[src/rtl/isdu_ctrl.sv]
// rtl/isdu_ctrl.sv - SLC-3 instruction sequencing/decode Moore FSM driving the datapath controls.
// Defining SLC3_PAUSE_EN adds the PAUSE opcode (1101) states PauseIR1/PauseIR2 and drives LD_LED.
module isdu_ctrl #(
    parameter int MEM_WAIT = 2
) (
    input  logic       Clk,
    input  logic       Reset,
    input  logic       Run,
    input  logic       Continue,
    input  logic [3:0] Opcode,
    input  logic       IR_5,
    input  logic       IR_11,
    input  logic       BEN,
    output logic       LD_MAR,
    output logic       LD_MDR,
    output logic       LD_IR,
    output logic       LD_BEN,
    output logic       LD_CC,
    output logic       LD_REG,
    output logic       LD_PC,
    output logic       LD_LED,
    output logic       GatePC,
    output logic       GateMDR,
    output logic       GateALU,
    output logic       GateMARMUX,
    output logic [1:0] PCMUX,
    output logic       DRMUX,
    output logic       SR1MUX,
    output logic       SR2MUX,
    output logic       ADDR1MUX,
    output logic [1:0] ADDR2MUX,
    output logic [1:0] ALUK,
    output logic       Mem_OE,
    output logic       Mem_WE
);

    typedef enum logic [4:0] {
        HALTED, S_18, S_33, S_35, S_32, S_01, S_05, S_09, S_00, S_22,
        S_12, S_04, S_21, S_06, S_25, S_27, S_07, S_23, S_16
`ifdef SLC3_PAUSE_EN
        , PAUSE_IR1, PAUSE_IR2
`endif
    } state_t;

    state_t     state, state_next;
    logic [2:0] wait_cnt;
    logic       wait_done;
    logic       in_wait;

    assign wait_done = (wait_cnt == 3'(MEM_WAIT - 1));
    assign in_wait   = (state == S_33) || (state == S_25) || (state == S_16);

    // Counter restarts whenever a wait state is entered and counts while it is held.
    always_ff @(posedge Clk) begin
        if (!Reset) begin
            state    <= HALTED;
            wait_cnt <= '0;
        end else begin
            state    <= state_next;
            wait_cnt <= (in_wait && state_next == state) ? wait_cnt + 3'd1 : 3'd0;
        end
    end

`ifdef SLC3_PAUSE_EN
    logic led_first;

    // LD_LED pulses only on the first cycle of PauseIR1, however long it is held there.
    always_ff @(posedge Clk) begin
        if (!Reset) led_first <= 1'b0;
        else        led_first <= (state_next == PAUSE_IR1) && (state != PAUSE_IR1);
    end
`else
    wire unused_continue = Continue;
`endif

    always_comb begin
        state_next = state;
        case (state)
            HALTED: if (Run) state_next = S_18;
            S_18:   state_next = S_33;
            S_33:   if (wait_done) state_next = S_35;
            S_35:   state_next = S_32;
            S_32: begin
                case (Opcode)
                    4'b0001: state_next = S_01;
                    4'b0101: state_next = S_05;
                    4'b1001: state_next = S_09;
                    4'b0000: state_next = S_00;
                    4'b1100: state_next = S_12;
                    4'b0100: state_next = S_04;
                    4'b0110: state_next = S_06;
                    4'b0111: state_next = S_07;
`ifdef SLC3_PAUSE_EN
                    4'b1101: state_next = PAUSE_IR1;
`endif
                    default: state_next = S_18;
                endcase
            end
            S_00:   state_next = BEN ? S_22 : S_18;
            S_04:   state_next = S_21;
            S_06:   state_next = S_25;
            S_25:   if (wait_done) state_next = S_27;
            S_07:   state_next = S_23;
            S_23:   state_next = S_16;
            S_16:   if (wait_done) state_next = S_18;
`ifdef SLC3_PAUSE_EN
            PAUSE_IR1: if (Continue)  state_next = PAUSE_IR2;
            PAUSE_IR2: if (!Continue) state_next = S_18;
`endif
            default: state_next = S_18;
        endcase
    end

    always_comb begin
        LD_MAR = 1'b0; LD_MDR = 1'b0; LD_IR = 1'b0; LD_BEN = 1'b0;
        LD_CC = 1'b0; LD_REG = 1'b0; LD_PC = 1'b0; LD_LED = 1'b0;
        GatePC = 1'b0; GateMDR = 1'b0; GateALU = 1'b0; GateMARMUX = 1'b0;
        PCMUX = 2'b00; DRMUX = 1'b0; SR1MUX = 1'b0; SR2MUX = 1'b0;
        ADDR1MUX = 1'b0; ADDR2MUX = 2'b00; ALUK = 2'b00;
        Mem_OE = 1'b1; Mem_WE = 1'b1;
        case (state)
            S_18: begin GatePC = 1'b1; LD_MAR = 1'b1; LD_PC = 1'b1; end
            S_33, S_25: begin Mem_OE = 1'b0; LD_MDR = wait_done; end
            S_35: begin GateMDR = 1'b1; LD_IR = 1'b1; end
            S_32: LD_BEN = 1'b1;
            S_01, S_05, S_09: begin
                SR1MUX = 1'b1; GateALU = 1'b1; LD_REG = 1'b1; LD_CC = 1'b1;
                ALUK = (state == S_01) ? 2'b00 : (state == S_05) ? 2'b01 : 2'b10;
                SR2MUX = (state == S_09) ? 1'b0 : IR_5;
            end
            S_22: begin ADDR2MUX = 2'b10; PCMUX = 2'b10; LD_PC = 1'b1; end
            S_12: begin SR1MUX = 1'b1; ADDR1MUX = 1'b1; PCMUX = 2'b10; LD_PC = 1'b1; end
            S_04: begin GatePC = 1'b1; DRMUX = 1'b1; LD_REG = 1'b1; end
            S_21: begin
                if (IR_11) ADDR2MUX = 2'b11;
                else begin SR1MUX = 1'b1; ADDR1MUX = 1'b1; end
                PCMUX = 2'b10; LD_PC = 1'b1;
            end
            S_06, S_07: begin
                SR1MUX = 1'b1; ADDR1MUX = 1'b1; ADDR2MUX = 2'b01;
                GateMARMUX = 1'b1; LD_MAR = 1'b1;
            end
            S_27: begin GateMDR = 1'b1; LD_REG = 1'b1; LD_CC = 1'b1; end
            S_23: begin ALUK = 2'b11; GateALU = 1'b1; LD_MDR = 1'b1; end
            S_16: Mem_WE = 1'b0;
`ifdef SLC3_PAUSE_EN
            PAUSE_IR1: LD_LED = led_first;
`endif
            default: ;
        endcase
    end

endmodule

[config.mk]
export PLATFORM = sky130hd
export DESIGN_NAME = isdu_ctrl
export DESIGN_NICKNAME = d
export VERILOG_FILES = /design/src/rtl/isdu_ctrl.sv
export SDC_FILE = /design/constraint.sdc
export NUM_CORES = 1
export LEC_CHECK = 0
export CAP_MARGIN = 20
export CORE_ASPECT_RATIO = 1.4
export CORE_MARGIN = 10
export CORE_UTILIZATION = 41
export CTS_CLUSTER_SIZE = 16
export DETAILED_ROUTE_END_ITERATION = 10
export DONT_BUFFER_PORTS = 1
export SYNTH_ARGS = -nofsm -noshare
export SYNTH_HDL_FRONTEND = slang
export SYNTH_SLANG_ARGS = --single-unit
[constraint.sdc]
create_clock -name Clk -period 2.25 [get_ports Clk]
set_clock_uncertainty 0.15 [all_clocks]
set_input_delay 0 -clock Clk [delete_from_list [all_inputs] [get_ports Clk]]
set_output_delay 0 -clock Clk [all_outputs]
set_load 0.03 [all_outputs]
# [Word-level counts from Yosys, hierarchy flattened]
# Memory sizes are Yosys's and may differ from the RTL's.
# Cells that the tools add are included.
[totals] rom_bits=80 wordCells=73 in_bits=11 memories=1 reg_bits=8 output_inout_bits=24
[classes] eq_ne=20 n_mux=31 reduce_logical=18 addsub=1
[memory_table] memory="(no name shown)" depth=16 word_bits=5 read_ports=1 rd_clocked_by_memory_dff=0 write_ports=0 line_no="84" rtl="case (Opcode)"
[ops] cell="$pmux W5 S12" count=1
[ops] cell="$eq A5 B4 Y1 const B" count=8
[ops] cell="$eq A5 B3 Y1 const B" count=4
[ops] cell="$mux W5" count=4
[ops] cell="$mux W1" count=16
[ops] cell="$eq A5 B5 Y1 const B" count=3
[ops] cell="$reduce_or A3 Y1" count=4
[ops] cell="$reduce_or A4 Y1" count=3
[ops] cell="$eq A5 B2 Y1 const B" count=2
[ops] cell="$mux W2" count=4
[ops] cell="$reduce_or A2 Y1" count=4
[ops] cell="$pmux W1 S2" count=3
[ops] cell="$pmux W2 S3" count=1
[ops] cell="$reduce_or A6 Y1" count=1
[ops] cell="$eq A5 B1 Y1 const B" count=1
[ops] cell="$eq A5 B5 Y1" count=1
[ops] cell="$logic_not A5 Y1" count=1
[ops] cell="$reduce_or A5 Y1" count=1
[ops] cell="$mux W4" count=1
[ops] cell="$pmux W2 S2" count=1
[ops] cell="$add A3 B1 Y3 const B" count=1
[ops] cell="$eq A3 B1 Y1 const B" count=1
[ops] cell="$logic_or A1 B1 Y1" count=2
[ops] cell="$reduce_and A2 Y1" count=1
[ops] cell="$logic_and A1 B1 Y1" count=1

# [Logic depth before layout (Yosys ltp)]
# Gate-level depths: netlist (run 1).
[depth] word_depth=6 depth_mapped=6 ltp_nobuf=6

# [Worst setup path after synthesis (run 1)]
# OpenSTA, ideal clock, no wires.
[synth_timing] path_kind="reg-to-output" start="register state[4]" end="output SR1MUX" setup_slack_ns=0.269 required_ns=2.100 stages_incl_launch_ff=4 path_buffers=1 arrival_ns=1.831 path_cell_list="dfxtp_1 > clkbuf_1 > mux2_2 > o32ai_1"
[synth_between] elab_chain_len=3 word_cells_on_any_way=9 cone_classes="eq/ne (7); mux (1); reduce/logical (1)"
[synth_lines] item="from (decl)" line_no="45" rtl="state_t state, state_next;"
[synth_lines] item="from (signal assigned)" line_no="59" rtl="state <= state_next;"
[synth_lines] item="$eq A5 B3 Y1, or another cell as far along" line_no="121" rtl="case (state)"
[synth_lines] item="$reduce_or A6 Y1 (no line)"
[synth_lines] item="$pmux W1 S2 (*)" line_no="121"
[synth_lines] item="to (decl)" line_no="28" rtl="output logic SR1MUX,"
# Every way passes the cells marked *; elsewhere a longest branch is shown, timed or not.

# [Worst setup path in the final report (run 1)]
[layout_timing] start="register state[3]" end="output SR1MUX"
# The elaborated chain is that of the path after synthesis.

==> run summary, run 1 <==
status - completed
DRC - 0
CP required - 2.10 ns
cells on worst reg2reg path - 4
crit path from - state[3]$_SDFF_PN0_
Cell Area, Synth - 1030 sq um
cells along the critical path - nand2_1 > mux2_2 > o32ai_1 > buf_4
Setup CP Type - register to primary output
Worst Hold Class - primary input to register
starting density of the core - 0.432
Tot GR Track Use - 0.108
Setup Viol. Count Final - 0
synthesis-to-layout area growth - 20.5%
total congestion overflow - 0
core area - 2390 sq um
antenna violations before repair - 0
flops & latches, synth - 8
crit path DAT - 1.89 ns
worst-margin pin slew - 0.588 ns
r2r setup slk - 0.33 ns
detailed placer's ending HPWL - 2210 microns
Power Density - 698 nW/um^2
diode count - 0
CTS Root Cell - clkbuf_4
largest net degree at the start of global routing - 19
DR vias/cell - 5.47
nets - 185
hold depth - 2
mean post-synth cell area - 6.98 sq um
port bufs - 0
die width - 62.4 microns
Worst Hold End - state[1]$_SDFF_PN0_
Syn Inst Count - 148
max_slew headroom - 0.608
first-pass GRT wire length - 4550 microns
RSZ-0062 raised after global routing - false
ys async rst share - 0
hold wc startpoint - Opcode[3]
initial DRC count - 29
vias in the first global route - 1020
Worst-path clk slew - 0.05 ns
Tcrit/Tclk final - 0.907
clock sink count - 8
CP max stage delay - 0.69 ns
final count of hold timing violations - 0
reg2reg start - state[2]$_SDFF_PN0_
VDD IR max - 0.452 mV
# IOs - 35
Clock Latency Late Sink - 0.25 ns
Final min period - 2.04 ns
Yosys warnings - 0
Slew Viols, Final - 0
placed cell area - 1170 sq um
gpl congestion - 0.840
maximum buffer depth of the clock tree - 2
startpoint types - register
CP max stage cell - dfxtp_1
die area - 4960 sq um
Pwr Total - 0.869 mW
share of cells above drive strength 1 - 0.205
Post-synth EDFFs - 0
top_reg_cell synth - dfxtp_1
Yosys cell types - 47
Setup crit end kind - primary output
antenna viol nets, final - 0
Bufs and invs on worst path - 1
DRT Pass-1 Iters - 4
r2r endpoint - state[0]$_SDFF_PN0_
final wirelength - 2770 microns
total number of vias - 1094
Max Cap Viol - 0
cts bufs inserted - 3
num rows - 21
Fmax - 0.490 GHz
post-route cell area - 1240 sq um
CP delay by family, top - flip-flops
Die Height - 79.4 microns
CP max FO - 18
CTS tree - built
register area share after synthesis - 0.155
Setup TNS - 0 ns
per-cell routed wire length - 13.8 microns
Pleak - 0.521 nW
htree depth - 1
-- logic make-up (layout without fill, tap and decap cells) --
logic type	Yosys count	count (layout)	synth area share
buf+inv	21	38	0.102
flops	8	8	0.155
fa+ha+maj	6	6	0.0726
xor+xnor	4	4	0.0339
mux	5	5	0.0508
simple gates	63	63	0.323
other cells	1	2	0.00363
compound gates	40	40	0.259
-- placed cells by master, fill, tap and decap left out, types with 3 or more instances in the layout --
master	n
clkbuf_4	3
buf_4	22
nor2_1	16
o21ai_0	5
inv_1	7
nor2b_1	4
ha_1	6
nand2_1	12
o211ai_1	4
nand2b_1	6
nor3_1	7
mux2i_1	3
a21oi_1	16
dlygate4sd3_1	5
dfxtp_1	6
nand3_1	3
-- worst register-to-register path, delay by kind of cell (launching register included) --
family,cells,cell delay (ns)
compound gates,2,0.57
simple gates,2,0.57
flops,1,0.58
-- synthesized netlist by cell type, drive strengths merged, types with 2 or more instances --
cell / instances / area, sq um
xnor2: 2 / 17.5
nor2: 16 / 60.1
buf: 12 / 71.3
or2: 2 / 12.5
nor3: 7 / 35.0
o31a: 2 / 17.5
dfxtp: 8 / 160
mux2: 2 / 22.5
nand2b: 6 / 37.5
ha: 6 / 75.1
or3: 3 / 23.8
o211ai: 4 / 30.0
a21oi: 17 / 88.8
nand4b: 2 / 17.5
xor2: 2 / 17.5
o32ai: 2 / 17.5
mux2i: 3 / 30.0
o21ai: 5 / 25.0
nor2b: 4 / 25.0
nor3b: 2 / 15.0
inv: 8 / 30.0
nand3: 3 / 15.0
nand2: 12 / 45.0
-- layout make-up --
cell class | count | area [sq um]
fill | 244 | 1150
multi-input combinational | 120 | 772
timing repair buffer | 27 | 215
sequential | 8 | 163
tap | 34 | 42.5
inverter | 8 | 30.0
clock buffer | 3 | 22.5
-- layer usage --
layer | global-route usage | up-vias | routed length, microns
met5 | 0 | - | 0
met4 | 0.0404 | 0 | 23
met3 | 0.0295 | 4 | 174
met2 | 0.204 | 29 | 1460
met1 | 0.110 | 505 | 1110
li1 | - | 556 | -
-- what timing repair did --
item,CTS,global route
setup endpoints to repair,0,5
hold endpoints to repair,8,0
hold buffers,5,0
resized for setup,0,2
buffers inserted,0,0
-- power by group --
group          switching, mW  internal, mW
combinational          0.314         0.220
clock                 0.0457        0.0608
sequential            0.0663         0.163
-- metrics by stage --
stage / std cells / hold slack (ns) / utilization / worst slack [ns]
2_1_floorplan: 149 / -0.0221 / - / 0.269
3_3_place_gp: 192 / -0.0211 / 0.489 / 0.352
3_5_place_dp: 192 / -0.0161 / 0.489 / 0.334
4_1_cts: 200 / 0.0105 / 0.520 / 0.0683
5_1_grt: 200 / 0.0136 / 0.521 / 0.0404
6_report: 200 / 0.00974 / 0.521 / 0.210
-- worst max-delay path by stage --
stage	slack [ns]	endpoint	depth (start not counted)
after floorplan	0.27	SR1MUX	3
after global routing	0.04	SR1MUX	5
after detailed placement	0.33	state[0]$_SDFF_PN0_	4
after CTS	0.07	ADDR2MUX[0]	5
final	0.21	SR1MUX	4
after global placement	0.35	state[0]$_SDFF_PN0_	4
-- registers in the layout, indices dropped and copies added (netlist names) --
register  flops
state         5
wait_cnt      3
(Power assumes the default switching activity.)
==> run 2, diff against run 1 <==
--- a/config.mk
+++ b/config.mk
@@ -5,9 +5,11 @@
 export SDC_FILE = /design/constraint.sdc
 export NUM_CORES = 1
 export LEC_CHECK = 0
+export ABC_AREA = 1
+export ABC_CLOCK_PERIOD_IN_PS = 2250
 export CAP_MARGIN = 20
 export CORE_ASPECT_RATIO = 1.4
-export CORE_MARGIN = 10
+export CORE_MARGIN = 4
 export CORE_UTILIZATION = 41
 export CTS_CLUSTER_SIZE = 16
 export DETAILED_ROUTE_END_ITERATION = 10
==> run summary, run 2 <==
status - completed
DRT Pass-1 Iters - 4
hold depth - 2
startpoint types - register
nets - 192
CTS tree - built
Yosys cell types - 22
total number of vias - 1031
Post-synth EDFFs - 0
max_slew headroom - 0.574
CP required - 2.31 ns
port bufs - 0
Setup TNS - 0 ns
XOR/XNOR Fraction of Synth Area - 0.00936
die width - 48.4 microns
Pleak - 0.628 nW
top cells by area, synth - nand2_1 (17%), dfxtp_1 (17%), nand3_1 (12%), inv_1 (8.4%), ha_1 (8.0%)
post-synthesis simple-gate area fraction - 0.529
DRC - 0
Cell Area, Synth - 936 sq um
Die Height - 64.5 microns
first-pass GRT wire length - 4150 microns
Yosys top cell area share - 0.172
core area - 2180 sq um
VDD IR max - 0.237 mV
Power Density - 373 nW/um^2
Clock Latency Late Sink - 0.26 ns
CP max FO - 6
cts bufs inserted - 3
final wirelength - 2410 microns
Setup crit end kind - register
Commonest cells post-synth - nand2_1 (43), nand3_1 (22), inv_1 (21)
diode count - 0
cells along the critical path - inv_2 > nor2_2 > nand2_2 > nand2_2 > a31oi_1 > nand3_1 > nand2_1 > dlygate4sd3_1 > inv_1
Worst-path clk slew - 0.06 ns
antenna violations before repair - 0
Syn Inst Count - 156
Final min period - 2.05 ns
per-cell routed wire length - 12.3 microns
num rows - 20
DR vias/cell - 5.29
worst-margin pin slew - 0.640 ns
gpl congestion - 0.849
Synth Area in Adders - 0.0802
share of cells above drive strength 1 - 0.191
largest family of logic cells by synthesized area - simple AND/OR/NAND/NOR gates
starting density of the core - 0.430
# IOs - 35
post-synthesis compound-gate area fraction - 0.0775
flops & latches, synth - 8
Max Cap Viol - 0
htree depth - 1
commonest non-fill, non-tap cell in the layout - nand2_1
Tot GR Track Use - 0.159
CTS Root Cell - clkbuf_4
cells on worst reg2reg path - 9
RSZ-0062 raised after global routing - false
synthesis-to-layout area growth - 18.7%
antenna viol nets, final - 0
Top Registers - state x5, wait_cnt x3
commonest non-fill, non-tap cells in the layout - nand2_1 (43), nand3_1 (22), inv_1 (21), nor2_1 (12), dlygate4sd3_1 (9)
cell mode on critical path - nand2_2
Filler Cell Count - 247
count leader, synth - nand2_1
Fmax - 0.487 GHz
initial DRC count - 26
max reg flops - 5
Worst Hold Class - primary input to primary output
Setup Slack @ Placement - 0.382 ns
CP max stage delay - 0.54 ns
final count of hold timing violations - 0
crit path DAT - 2.11 ns
Pwr Total - 0.414 mW
clock sink count - 8
total congestion overflow - 0
mux cell area share after synthesis - 0
register area share after synthesis - 0.171
final setup margin - 0.199 ns
Multi-input gate area - 659 sq um
top cell type by total area after synthesis - nand2_1
Yosys warnings - 0
Seq. cell area - 161 sq um
Biggest register - state
detailed placer's ending HPWL - 1970 microns
mean post-synth cell area - 6.00 sq um
Setup CP Type - register to register
vias in the first global route - 981
Tcrit/Tclk final - 0.912
Setup Viol. Count Final - 0
ys async rst share - 0
largest net degree at the start of global routing - 11
CP max stage cell - dlygate4sd3_1
top_reg_cell synth - dfxtp_1
maximum buffer depth of the clock tree - 2
die area - 3120 sq um
Slew Viols, Final - 0
## run 2: cell count changes in the layout (fill, tap and decap cells not counted), sizes merged, moves of 5 or more
cell,previous run,this run
a21oi,17,3
buf,22,7
inv,8,26
nand2,12,48
nand2b,6,0
nand3,3,24
nand4,0,5
nor3,7,1
## run 2: area by class of cell
type / count / area share
multi-input cells: 120 / 0.593
clock buffers: 3 / 0.0203
well taps: 22 / 0.0248
repair buffers: 16 / 0.128
inverters: 26 / 0.0878
flip-flops and latches: 8 / 0.145
## run 2: worst paths after layout
| kind | from | endpoint | slack (ns) |
|---|---|---|---|
| worst max-delay path | state[0]$_SDFF_PN0_ | state[3]$_SDFF_PN0_ | 0.20 |
| worst min-delay path | IR_5 | SR2MUX | 0.02 |
| worst max register to register | state[0]$_SDFF_PN0_ | state[3]$_SDFF_PN0_ | 0.20 |
| worst min register to register | wait_cnt[0]$_SDFF_PN0_ | wait_cnt[0]$_SDFF_PN0_ | 0.30 |
## run 2: power by group
group          leakage [nW]  switching [mW]  internal [mW]
Sequential           0.0654          0.0121          0.147
Clock                0.0138          0.0525         0.0613
Combinational         0.549          0.0996         0.0418
## run 2: worst max-delay path, delay by kind of cell, from the launching register on
family	cells	cell delay, ns
buffers and inverters	3	0.68
and+or+nand+nor	5	0.59
DFF	1	0.52
AOI/OAI and AO/OA	1	0.06
## run 2: timing repair
action,in CTS,in global routing
setup buffers,0,0
hold buffers,9,1
endpoints found under the hold margin,8,1
endpoints found under the setup margin,0,2
resized for setup,0,1
## run 2: metal layers
metal  global-route usage  wire length [microns]  share of wire  up-vias
met1                0.165                    980           0.41      453
met2                0.291                   1210           0.50       37
met5                    0                      0              0        -
li1                     -                      -              -      537
met3               0.0552                    189          0.079        4
met4               0.0519                     24          0.010        0
## run 2: cells by family after synthesis
family / count (synthesis)
other: 1
AO/OA/AOI/OAI: 13
XOR/XNOR: 1
buffers and inverters: 29
adder cells (fa/ha/maj): 6
flip-flops: 8
AND/OR/NAND/NOR: 98
## run 2: metrics by stage
step	cell area (sq um)	hold slack, ns	cells	util
after global placement	997	-0.0504	183	0.458
final	1110	0.0238	195	0.510
after CTS	1110	0.0243	195	0.510
after floorplan	940	-0.0524	157	-
after global routing	1110	0.0355	195	0.510
after detailed placement	997	-0.0462	183	0.458
